**src/rtl/dma_sched_ctrl.sv**
```systemverilog
// Shares one DMA transfer engine among N_CHANNELS channels: strict priority, round-robin ties, beat quantum.
// Optional feature macro DMA_SCHED_AGING_EN promotes a channel after AGE_LIMIT lost arbitrations.
module dma_sched_ctrl #(
    parameter int  N_CHANNELS    = 4,
    parameter int  PRIO_W        = 2,
    parameter int  QUANTUM_BEATS = 16,
    parameter int  AGE_LIMIT     = 15,
    localparam int CW            = $clog2(N_CHANNELS)
) (
    input  logic                         clk_i,
    input  logic                         rst_i,
    input  logic [N_CHANNELS-1:0]        ch_en_i,
    input  logic [N_CHANNELS-1:0]        ch_pend_i,
    input  logic [N_CHANNELS*PRIO_W-1:0] ch_prio_i,
    input  logic [N_CHANNELS-1:0]        periph_mode_i,
    input  logic [N_CHANNELS-1:0]        periph_req_i,
    output logic [N_CHANNELS-1:0]        periph_ack_o,
    output logic                         start_o,
    output logic [CW-1:0]                start_ch_o,
    input  logic                         start_ready_i,
    input  logic                         beat_i,
    input  logic                         done_i,
    input  logic                         paused_i,
    output logic                         pause_o,
    output logic [N_CHANNELS-1:0]        grant_o,
    output logic                         busy_o
);
    localparam int            BW       = $clog2(QUANTUM_BEATS + 1);
    localparam logic [BW-1:0] BCNT_MAX = BW'(QUANTUM_BEATS);
    localparam logic [CW-1:0] LAST_CH  = CW'(N_CHANNELS - 1);

    if (N_CHANNELS < 2 || QUANTUM_BEATS < 1 || AGE_LIMIT < 1) begin : g_bad_params
        $error("dma_sched_ctrl: N_CHANNELS>=2, QUANTUM_BEATS>=1 and AGE_LIMIT>=1 are required");
    end

    typedef enum logic [1:0] {S_IDLE, S_START, S_RUN, S_DRAIN} state_t;

    state_t                state_q;
    logic [CW-1:0]         cur_q;
    logic [CW-1:0]         rr_ptr_q;
    logic [CW-1:0]         rr_next;
    logic [CW-1:0]         win_ch;
    logic [BW-1:0]         bcnt_q;
    logic [BW-1:0]         bcnt_d;
    logic [N_CHANNELS-1:0] preq_q;
    logic [N_CHANNELS-1:0] preq_d;
    logic [N_CHANNELS-1:0] elig;
    logic [N_CHANNELS-1:0] win_oh;
    logic [N_CHANNELS-1:0] cur_oh;
    logic [N_CHANNELS-1:0] ack_d;
    logic [N_CHANNELS-1:0] ack_q;
    logic [N_CHANNELS-1:0] grant_q;
    logic                  start_q;
    logic                  pause_q;
    logic                  busy_q;
    logic                  any_elig;
    logic                  quantum_hit;
    logic                  cur_en;
    logic                  cur_pmode;
    logic [PRIO_W:0]       eff_prio [N_CHANNELS];
    logic [PRIO_W:0]       best_prio;

    genvar gi;
    for (gi = 0; gi < N_CHANNELS; gi++) begin : g_ch
        assign elig[gi]   = ch_en_i[gi] & ch_pend_i[gi] & (~periph_mode_i[gi] | preq_q[gi]);
        assign win_oh[gi] = (win_ch == CW'(gi));
        assign cur_oh[gi] = (cur_q == CW'(gi));
    end

`ifdef DMA_SCHED_AGING_EN
    localparam int            AW      = $clog2(AGE_LIMIT + 1);
    localparam logic [AW-1:0] AGE_MAX = AW'(AGE_LIMIT);

    logic [AW-1:0] age_q [N_CHANNELS];
    logic          decide;

    assign decide = (state_q == S_IDLE) && any_elig;

    // Ages only advance on an arbitration the channel loses; dropping out of eligibility forgets them.
    always_ff @(posedge clk_i or posedge rst_i) begin
        if (rst_i) begin
            for (int i = 0; i < N_CHANNELS; i++) age_q[i] <= '0;
        end else begin
            for (int i = 0; i < N_CHANNELS; i++) begin
                if (!elig[i] || (decide && win_oh[i])) begin
                    age_q[i] <= '0;
                end else if (decide && age_q[i] != AGE_MAX) begin
                    age_q[i] <= age_q[i] + 1'b1;
                end
            end
        end
    end

    // The extra MSB lifts every aged channel above all unaged ones; aged channels then tie among themselves.
    for (gi = 0; gi < N_CHANNELS; gi++) begin : g_eff_aged
        assign eff_prio[gi] = (age_q[gi] == AGE_MAX) ? {1'b1, {PRIO_W{1'b0}}}
                                                     : {1'b0, ch_prio_i[gi*PRIO_W +: PRIO_W]};
    end
`else
    for (gi = 0; gi < N_CHANNELS; gi++) begin : g_eff_plain
        assign eff_prio[gi] = {1'b0, ch_prio_i[gi*PRIO_W +: PRIO_W]};
    end
`endif

    // First pass finds the top priority, second pass takes the first match scanning from rr_ptr.
    always_comb begin
        int            idx;
        logic          found;
        logic [CW-1:0] sel;
        idx       = 0;
        found     = 1'b0;
        sel       = '0;
        best_prio = '0;
        any_elig  = 1'b0;
        win_ch    = '0;
        for (int i = 0; i < N_CHANNELS; i++) begin
            if (elig[i]) begin
                any_elig = 1'b1;
                if (eff_prio[i] > best_prio) best_prio = eff_prio[i];
            end
        end
        for (int i = 0; i < N_CHANNELS; i++) begin
            idx = int'(rr_ptr_q) + i;
            if (idx >= N_CHANNELS) idx = idx - N_CHANNELS;
            sel = idx[CW-1:0];
            if (!found && elig[sel] && eff_prio[sel] == best_prio) begin
                win_ch = sel;
                found  = 1'b1;
            end
        end
    end

    always_comb begin
        bcnt_d = bcnt_q;
        if (beat_i && bcnt_q != BCNT_MAX) bcnt_d = bcnt_q + 1'b1;
    end

    assign quantum_hit = (bcnt_d == BCNT_MAX);
    assign rr_next     = (cur_q == LAST_CH) ? '0 : cur_q + 1'b1;
    assign cur_en      = ch_en_i[cur_q];
    assign cur_pmode   = periph_mode_i[cur_q];
    assign ack_d       = ((state_q == S_RUN || state_q == S_DRAIN) && done_i && cur_pmode) ? cur_oh : '0;
    // The request is dropped together with issuing the ack so the channel cannot win the following idle cycle.
    assign preq_d      = (preq_q & ~ack_d) | periph_req_i;

    always_ff @(posedge clk_i or posedge rst_i) begin
        if (rst_i) begin
            preq_q <= '0;
        end else begin
            preq_q <= preq_d;
        end
    end

    always_ff @(posedge clk_i or posedge rst_i) begin
        if (rst_i) begin
            state_q  <= S_IDLE;
            cur_q    <= '0;
            rr_ptr_q <= '0;
            bcnt_q   <= '0;
            start_q  <= 1'b0;
            pause_q  <= 1'b0;
            busy_q   <= 1'b0;
            grant_q  <= '0;
            ack_q    <= '0;
        end else begin
            ack_q <= ack_d;
            case (state_q)
                S_IDLE: begin
                    if (any_elig) begin
                        cur_q   <= win_ch;
                        bcnt_q  <= '0;
                        start_q <= 1'b1;
                        busy_q  <= 1'b1;
                        grant_q <= win_oh;
                        state_q <= S_START;
                    end
                end
                S_START: begin
                    if (start_ready_i) begin
                        rr_ptr_q <= rr_next;
                        start_q  <= 1'b0;
                        state_q  <= S_RUN;
                    end
                end
                S_RUN: begin
                    bcnt_q <= bcnt_d;
                    if (done_i) begin
                        busy_q  <= 1'b0;
                        grant_q <= '0;
                        state_q <= S_IDLE;
                    end else if (quantum_hit || !cur_en) begin
                        pause_q <= 1'b1;
                        state_q <= S_DRAIN;
                    end
                end
                S_DRAIN: begin
                    if (done_i || paused_i) begin
                        pause_q <= 1'b0;
                        busy_q  <= 1'b0;
                        grant_q <= '0;
                        state_q <= S_IDLE;
                    end
                end
                default: state_q <= S_IDLE;
            endcase
        end
    end

    assign start_o      = start_q;
    assign start_ch_o   = cur_q;
    assign pause_o      = pause_q;
    assign busy_o       = busy_q;
    assign grant_o      = grant_q;
    assign periph_ack_o = ack_q;

endmodule

```
**config.mk**
```make
export PLATFORM = sky130hd
export DESIGN_NAME = dma_sched_ctrl
export DESIGN_NICKNAME = d
export VERILOG_FILES = /design/src/rtl/dma_sched_ctrl.sv
export SDC_FILE = /design/constraint.sdc
export NUM_CORES = 1
export LEC_CHECK = 0
export CAP_MARGIN = 20
export CORE_MARGIN = 2
export CORE_UTILIZATION = 40
export CTS_BUF_LIST = sky130_fd_sc_hd__clkbuf_16
export CTS_CLUSTER_SIZE = 10
export DETAILED_ROUTE_END_ITERATION = 16
export PLACE_DENSITY = 0.66
export SLEW_MARGIN = 20
export SYNTH_ARGS = -nofsm -noshare
export SYNTH_HDL_FRONTEND = slang
export SYNTH_SLANG_ARGS = --single-unit
```
**constraint.sdc**
```tcl
create_clock -name clk_i -period 4.35 [get_ports clk_i]
set_clock_uncertainty 0.05 [all_clocks]
set_input_delay 0.6525 -clock clk_i [delete_from_list [all_inputs] [get_ports clk_i]]
set_output_delay 0.6525 -clock clk_i [all_outputs]
set_load 0.02 [all_outputs]
```
# Word level (Yosys, flattened, before mapping)
# Cells that the tools add are included.
[word_totals] ff_bits=26 out_inout_bits=13 elab_cells=183
[classes] add_sub_neg=9 order_cmp=17 eq_ne=22 muxes=71 n_bitwise=23 reduce_logical=31
[op_table] cell="$mux W3" count=14
[op_table] cell="$mux W2" count=16
[op_table] cell="$bmux W3 S2" count=4
[op_table] cell="$ge A3 B3 Y1 const B" count=7
[op_table] cell="$mux W1" count=19
[op_table] cell="$mux W4" count=4
[op_table] cell="$lt A2 B3 Y1 const B" count=5
[op_table] cell="$bmux W1 S2" count=6
[op_table] cell="$eq A2 B2 Y1 const B" count=6
[op_table] cell="$eq A3 B3 Y1" count=4
[op_table] cell="$not A2 Y3" count=4
[op_table] cell="$pmux W4 S3" count=1
[op_table] cell="$reduce_and A4 Y1" count=3
[op_table] cell="$logic_and A1 B1 Y1" count=10
[op_table] cell="$mux W5" count=2
[op_table] cell="$pmux W5 S2" count=1
[op_table] cell="$gt A2 B3 Y1" count=3
[op_table] cell="$and A1 B1 Y1" count=8
[op_table] cell="$ne A2 B2 Y1 const B" count=4
[op_table] cell="$pmux W2 S4" count=1
[op_table] cell="$sub A2 B1 Y2 const B" count=4
[op_table] cell="$add A2 B2 Y3 const B" count=2
[op_table] cell="$eq A2 B1 Y1 const B" count=3
[op_table] cell="$logic_not A2 Y1" count=3
[op_table] cell="other kinds (22)" count=39

# Depth between registers and ports, before layout
[depth] ltp_word=31 mapped_depth=23 depth_no_buf=23

# Worst setup path before layout
# OpenSTA, ideal clock, no wires.
[synth_timing] path_type="input-to-reg" startpoint="in periph_mode_i[0]" endpoint="reg grant_q[1], in the netlist grant_o[1]" setup_time_ns=0.121 arrival_ns=4.927 slack_ns=-0.748 cell_stages=22 n_path_buf=0 path_cell_list="nor2b_2 -> nor2_1 -> nand2_1 -> ha_1 -> nand2b_2 -> o2111ai_4 -> mux2i_2 -> inv_1 -> ha_1 -> nand2b_1 -> o2111ai_4 -> nor2_1 -> a21oi_1 -> ha_1 -> inv_1 -> o22ai_1 -> nor3_1 -> nor3_1 -> nor3_1 -> nor3_1 -> or4b_4 -> a32o_2"
[synth_between] elab_chain_len=31 word_cells_on_any_way=51 cone_classes="order compare (3); eq/ne (6); mux (28); bitwise (3); reduce/logical (11)"
[synth_rtl] item="from (decl)" line_no="15" text="input logic [N_CHANNELS-1:0] periph_mode_i,"
[synth_rtl] item="$not A1 Y1 *" line_no="65" text="assign elig[gi] = ch_en_i[gi] & ch_pend_i[gi] & (~periph_mode_i[gi] | preq_q[gi]);"
[synth_rtl] item="$or A1 B1 Y1 *" line_no="65"
[synth_rtl] item="$and A1 B1 Y1 *" line_no="65"
[synth_rtl] item="$mux W2" line_no="117" text="if (elig[i]) begin"
[synth_rtl] item="$gt A2 B3 Y1" line_no="119" text="if (eff_prio[i] > best_prio) best_prio = eff_prio[i];"
[synth_rtl] item="$mux W3" line_no="119"
[synth_rtl] item="$mux W3" line_no="117"
[synth_rtl] item="$gt A2 B3 Y1" line_no="119"
[synth_rtl] item="(+13 left out)"
[synth_rtl] item="$logic_and A1 B1 Y1 (2 in series)" line_no="126" text="if (!found && elig[sel] && eff_prio[sel] == best_prio) begin"
[synth_rtl] item="$mux W1" line_no="126"
[synth_rtl] item="$logic_not A1 Y1" line_no="126"
[synth_rtl] item="$logic_and A1 B1 Y1 (2 in series)" line_no="126"
[synth_rtl] item="$mux W2" line_no="126"
[synth_rtl] item="$eq A2 B1 Y1" line_no="66" text="assign win_oh[gi] = (win_ch == CW'(gi));"
[synth_rtl] item="$mux W4" line_no="169" text="if (any_elig) begin"
[synth_rtl] item="$pmux W4 S3" line_no="167" text="case (state_q)"
[synth_rtl] item="to (signal assigned)" line_no="174" text="grant_q <= win_oh;"
[synth_rtl] item="to (decl)" line_no="52" text="logic [N_CHANNELS-1:0] grant_q;"
# Every way passes the cells marked *; elsewhere a longest branch is shown, timed or not. The select of a mux whose other input is x is not followed.
# A chain may end at the register's enable or synchronous reset.

# Final worst setup path
[layout_timing] startpoint="in ch_en_i[1]" endpoint="reg grant_q[0], in the netlist grant_o[0]"
[layout_between] elab_chain_len=27 word_cells_on_any_way=46 cone_classes="order compare (2); eq/ne (5); mux (25); bitwise (2); reduce/logical (12)"
[layout_rtl] item="from (decl)" line_no="12" text="input logic [N_CHANNELS-1:0] ch_en_i,"
[layout_rtl] item="$and A1 B1 Y1 * (2 in series)" line_no="65"
[layout_rtl] item="$mux W3" line_no="117"
[layout_rtl] item="$gt A2 B3 Y1" line_no="119"
[layout_rtl] item="$mux W3" line_no="119"
[layout_rtl] item="$mux W3" line_no="117"
[layout_rtl] item="$gt A2 B3 Y1" line_no="119"
[layout_rtl] item="$mux W3" line_no="119"
[layout_rtl] item="$mux W3" line_no="117"
[layout_rtl] item="(+8 left out)"
[layout_rtl] item="$logic_and A1 B1 Y1 (2 in series)" line_no="126"
[layout_rtl] item="$mux W1" line_no="126"
[layout_rtl] item="$logic_not A1 Y1" line_no="126"
[layout_rtl] item="$logic_and A1 B1 Y1 (2 in series)" line_no="126"
[layout_rtl] item="$mux W2" line_no="126"
[layout_rtl] item="$logic_not A2 Y1" line_no="66"
[layout_rtl] item="$mux W4" line_no="169"
[layout_rtl] item="$pmux W4 S3" line_no="167"
# Marked as above.

==> impl_results.rst <==
.. list-table::
   :header-rows: 1

   * - Metric
     - Value
   * - Buf+Inv Stages, Crit Path
     - 3
   * - Floorplan die height
     - 79.60 um
   * - Worst Setup Slack, final
     - -445.1 ps
   * - Maximum level of the CTS H-tree
     - 1
   * - Final-report setup violation count
     - 6
   * - Category of the most critical setup path
     - in -> reg
   * - Count of TritonRoute iterations in the first routing pass
     - 4
   * - Syn_area_per_cell
     - ~8.8 um^2
   * - Deepest clock path buffer count
     - 2
   * - Slowest library cell on the worst path
     - or4b_1
   * - RSZ-0062 raised after global routing
     - true
   * - Type of the worst min-delay path
     - reg -> reg
   * - Global route overflow
     - 0
   * - Top FF cell, synth
     - dfrtp_1
   * - Count of final hold-check violations
     - 0
   * - Endpoint class of the critical path
     - flip-flop
   * - Lkg Pwr
     - between 1 and 1.5 nW
   * - Starting density of the core
     - approximately two fifths
   * - Port Buffers
     - 42
   * - Nets in the synthesized netlist
     - 306
   * - Count of placed standard cells including taps
     - roughly 400
   * - Crit-path max cell delay
     - approximately 530 ps
   * - Global-route wire length before repair
     - roughly 10000 um
   * - Arr. time, crit path
     - just under 5000 ps
   * - Critical path data required time
     - around 4400 ps
   * - Core Footprint
     - 5507 um^2
   * - CTS clock-pin slew for the worst setup and hold paths
     - 60 ps
   * - Power Internal
     - 0.8805 mW
   * - Most frequent cells in the layout
     - 35 x buf_4, 34 x clkdlybuf4s50_1, 32 x nand2_1
   * - Top achievable clock speed
     - 208.5 MHz
   * - Yosys warning count
     - 0
   * - Drt first-iter violations
     - between 100 and 150
   * - Crit-path most repeated cell
     - nor2_4
   * - Die W
     - between 70 and 80 um
   * - Asr flop ratio synth
     - 100.0%
   * - Worst-case headroom to the max-slew limit
     - roughly 39%
   * - Combinational power share
     - between 50% and 60%
   * - All-Layer GR Usage
     - approximately a fifth
   * - Number of vias after detailed routing
     - between 2k and 2.5k
   * - Largest cells by area after synthesis
     - dfrtp_1 28%, ha_1 8.2%, nand2_1 5.6%, inv_1 4.6%, mux4_2 3.9%
   * - Maximum number of pins on one net before global-route repair
     - 27
   * - Worst supply voltage drop on vdd
     - roughly 0.00035 V
   * - Growth of design area from synthesis to finish
     - 46.14%
   * - Status
     - complete, but fails checks
   * - DRC violation count after routing
     - 0
   * - Global placer's final weighted congestion
     - a little under 0.8
   * - Placement Rows
     - 27
   * - HPWL after DPL
     - ~4600 um
   * - CTS buffer count
     - 3
   * - Clock latency reported for the late side of the worst-skew pair
     - approximately 250 ps
   * - Violations in the final reports
     - negative setup slack
   * - Max FO, Critical Path
     - 6
   * - WL final
     - 6078 um
   * - Area fraction of the dominant cell type after synthesis
     - ~28%
   * - # nets final
     - between 300 and 400
   * - Synthesized instance count
     - 261
   * - Share of power burned in the clock network
     - about an eighth
   * - CTS tree
     - done
   * - Clock Root Buffer
     - clkbuf_16
   * - Die Outline Area
     - roughly 6300 um^2
   * - Cell taking the most area after synthesis
     - dfrtp_1
   * - # diodes
     - 0
   * - Slew @ Worst Pin
     - just over 900 ps
   * - Period utilisation layout
     - 110.2%
   * - Final number of max-transition violations
     - 0
   * - Fraction of final layout cells with drive strength greater than 1
     - between 30 and 40%
   * - Cell family with the largest share of critical-path delay
     - compound AO/OA/AOI/OAI gates
   * - Sequential Power Share
     - 27.7%
   * - Total net switching power
     - roughly 0.64 mW
   * - Final instance count without filler cells
     - around 410
   * - Leading cell type in the layout, fill and taps excluded
     - buf_4
   * - Initial antenna violation count
     - 0
   * - I/O pin count
     - 43
   * - Remaining antenna violation count
     - 0
   * - CP Launch Type
     - input pin
   * - Final critical path time including I/O delays and setup
     - 4795 ps
   * - Sequential-to-total area share from yosys stat
     - 28.46%
   * - DR WL/cell
     - roughly 15 um
   * - Area of the mapped netlist
     - roughly 2300 um^2
   * - Max-cap check violation count
     - 0
   * - Number of distinct library cells after synthesis
     - just under 70
   * - Clk sink count
     - 26
   * - Number of synthesized flops with an enable pin
     - 0
   * - Vias in the first global route
     - about 2.1k
   * - Switching Share
     - between 40% and 50%
   * - Number of hold buffers added after cts
     - 0
   * - FF+latch count, synth
     - 26
   * - Final core utilization
     - between 60% and 70%
   * - Pwr per Cell Area
     - 456.4 nW/um^2
   * - DR vias/cell
     - 5.323
   * - Ordered cell list for the critical path
     - clkdlybuf4s50_1 -> and2_4 -> a2111o_1 -> and2_1 -> ha_4 -> nand2b_4 -> o2111ai_4 -> nor2_4 -> a21oi_2 -> ha_1 -> inv_2 -> o22ai_4 -> nor2_4 -> a211oi_4 -> buf_6 -> o21a_1 -> o22ai_2 -> or4b_1 -> and4b_4 -> a32o_2
==> worst reg2reg max path: stages, from the launching register on <==
cell,delay (ps)
dfrtp_1,410
nor2b_4,220
nor2_4,70
nand2_2,80
ha_4,210
nand2b_4,140
o2111ai_4,110
mux2i_4,270
inv_2,70
ha_4,160
nor2_4,90
o2111ai_4,160
nor2_4,150
a21oi_2,40
ha_1,290
inv_2,40
o22ai_4,210
nor2_4,50
a211oi_4,280
buf_6,160
o21a_1,140
o22ai_2,100
or4b_1,530
and4b_4,250
a32o_2,270
==> power groups by stage <==
stage	Sequential (mW)	Combinational, mW	Clock [mW]
final	0.422	0.910	0.193
after global routing	0.435	1.01	0.214
after CTS	0.421	0.863	0.200
after detailed placement	0.425	0.824	0
after floorplan	0.417	0.553	0
after global placement	0.427	0.815	0
==> timing repair <==
action,in CTS,in global routing
setup buffers,1,4
endpoints found under the setup margin,6,6
pin swaps,21,19
gates resized for setup,32,17
hold endpoints to repair,0,0
==> registers in the layout (all words and copies together) (netlist names) <==
register,cells
bcnt_q,5
grant_o,4
periph_ack_o,4
preq_q,4
rr_ptr_q,2
start_ch_o,2
state_q,2
busy_o,1
pause_o,1
start_o,1
==> per-layer routing <==
metal | up-vias | share of wire [%] | global-route usage [%]
met1 | 1028 | 45 | 26.99
li1 | 1099 | - | -
met5 | - | 0 | 0
met3 | 2 | 5.0 | 2.715
met4 | 0 | 0.31 | 3.621
met2 | 48 | 50 | 33.87
==> cells in the mapped netlist (all sizes together) (3+ instances only) <==
master   instances
or3              3
a21boi           3
o21a             3
and2             5
mux4             5
a22o             3
clkbuf           4
o31ai            4
nand2           34
nand3            5
mux2i            5
xnor2            3
nand2b           5
ha              15
o2111ai          3
nand4            5
mux2             4
a21oi           13
nor2            15
nor3            11
a31oi            3
o21ai           15
a21o             3
dfrtp           26
inv             28
o22ai            3
==> stage by stage <==
step	hold slack [ps]	power [mW]	setup TNS [ps]	worst slack [ps]	area (um^2)
floorplan	407.2	0.9699	-2616	-555.9	2362
global placement	414.8	1.242	-5963	-1077	3088
detailed placement	415.7	1.250	-6477	-1167	3088
CTS	429.6	1.485	-2347	-476.5	3221
global route	464.5	1.657	-3372	-633.4	3341
finish	429.7	1.525	-2144	-445.1	3341
==> cells by family (layout without fill, tap and decap cells) <==
family / count (synthesis) / count (layout) / synth area share (%)
AND/OR/NAND/NOR: 100 / 100 / 24.08
XOR/XNOR: 4 / 4 / 1.533
AO/OA/AOI/OAI: 67 / 67 / 22.33
adder cells (fa/ha/maj): 15 / 15 / 8.210
multiplexers: 14 / 14 / 9.523
buffers and inverters: 35 / 111 / 5.856
flip-flops: 26 / 26 / 28.46
==> layout make-up <==
class | instances | area (um^2)
sequential | 26 | 650.6
timing repair buffer | 79 | 694.4
clock buffer | 3 | 75.07
tap | 72 | 90.09
inverter | 29 | 108.9
multi-input combinational | 200 | 1722
fill | 480 | 2166
==> worst paths after layout <==
path	startpoint	endpoint	slack, ps	cells past startpoint
min in group asynchronous	rst_i	periph_ack_o[2]	740	2
setup / recovery	ch_en_i[1]	grant_o[0]	-450	20
hold reg to reg	busy_o	busy_o	430	2
hold / removal	busy_o	busy_o	430	2
max in group asynchronous	rst_i	rr_ptr_q[1]	3090	2
setup reg to reg	preq_q[0]	grant_o[0]	-310	24
Note: power is estimated with default switching activity, not from simulation.
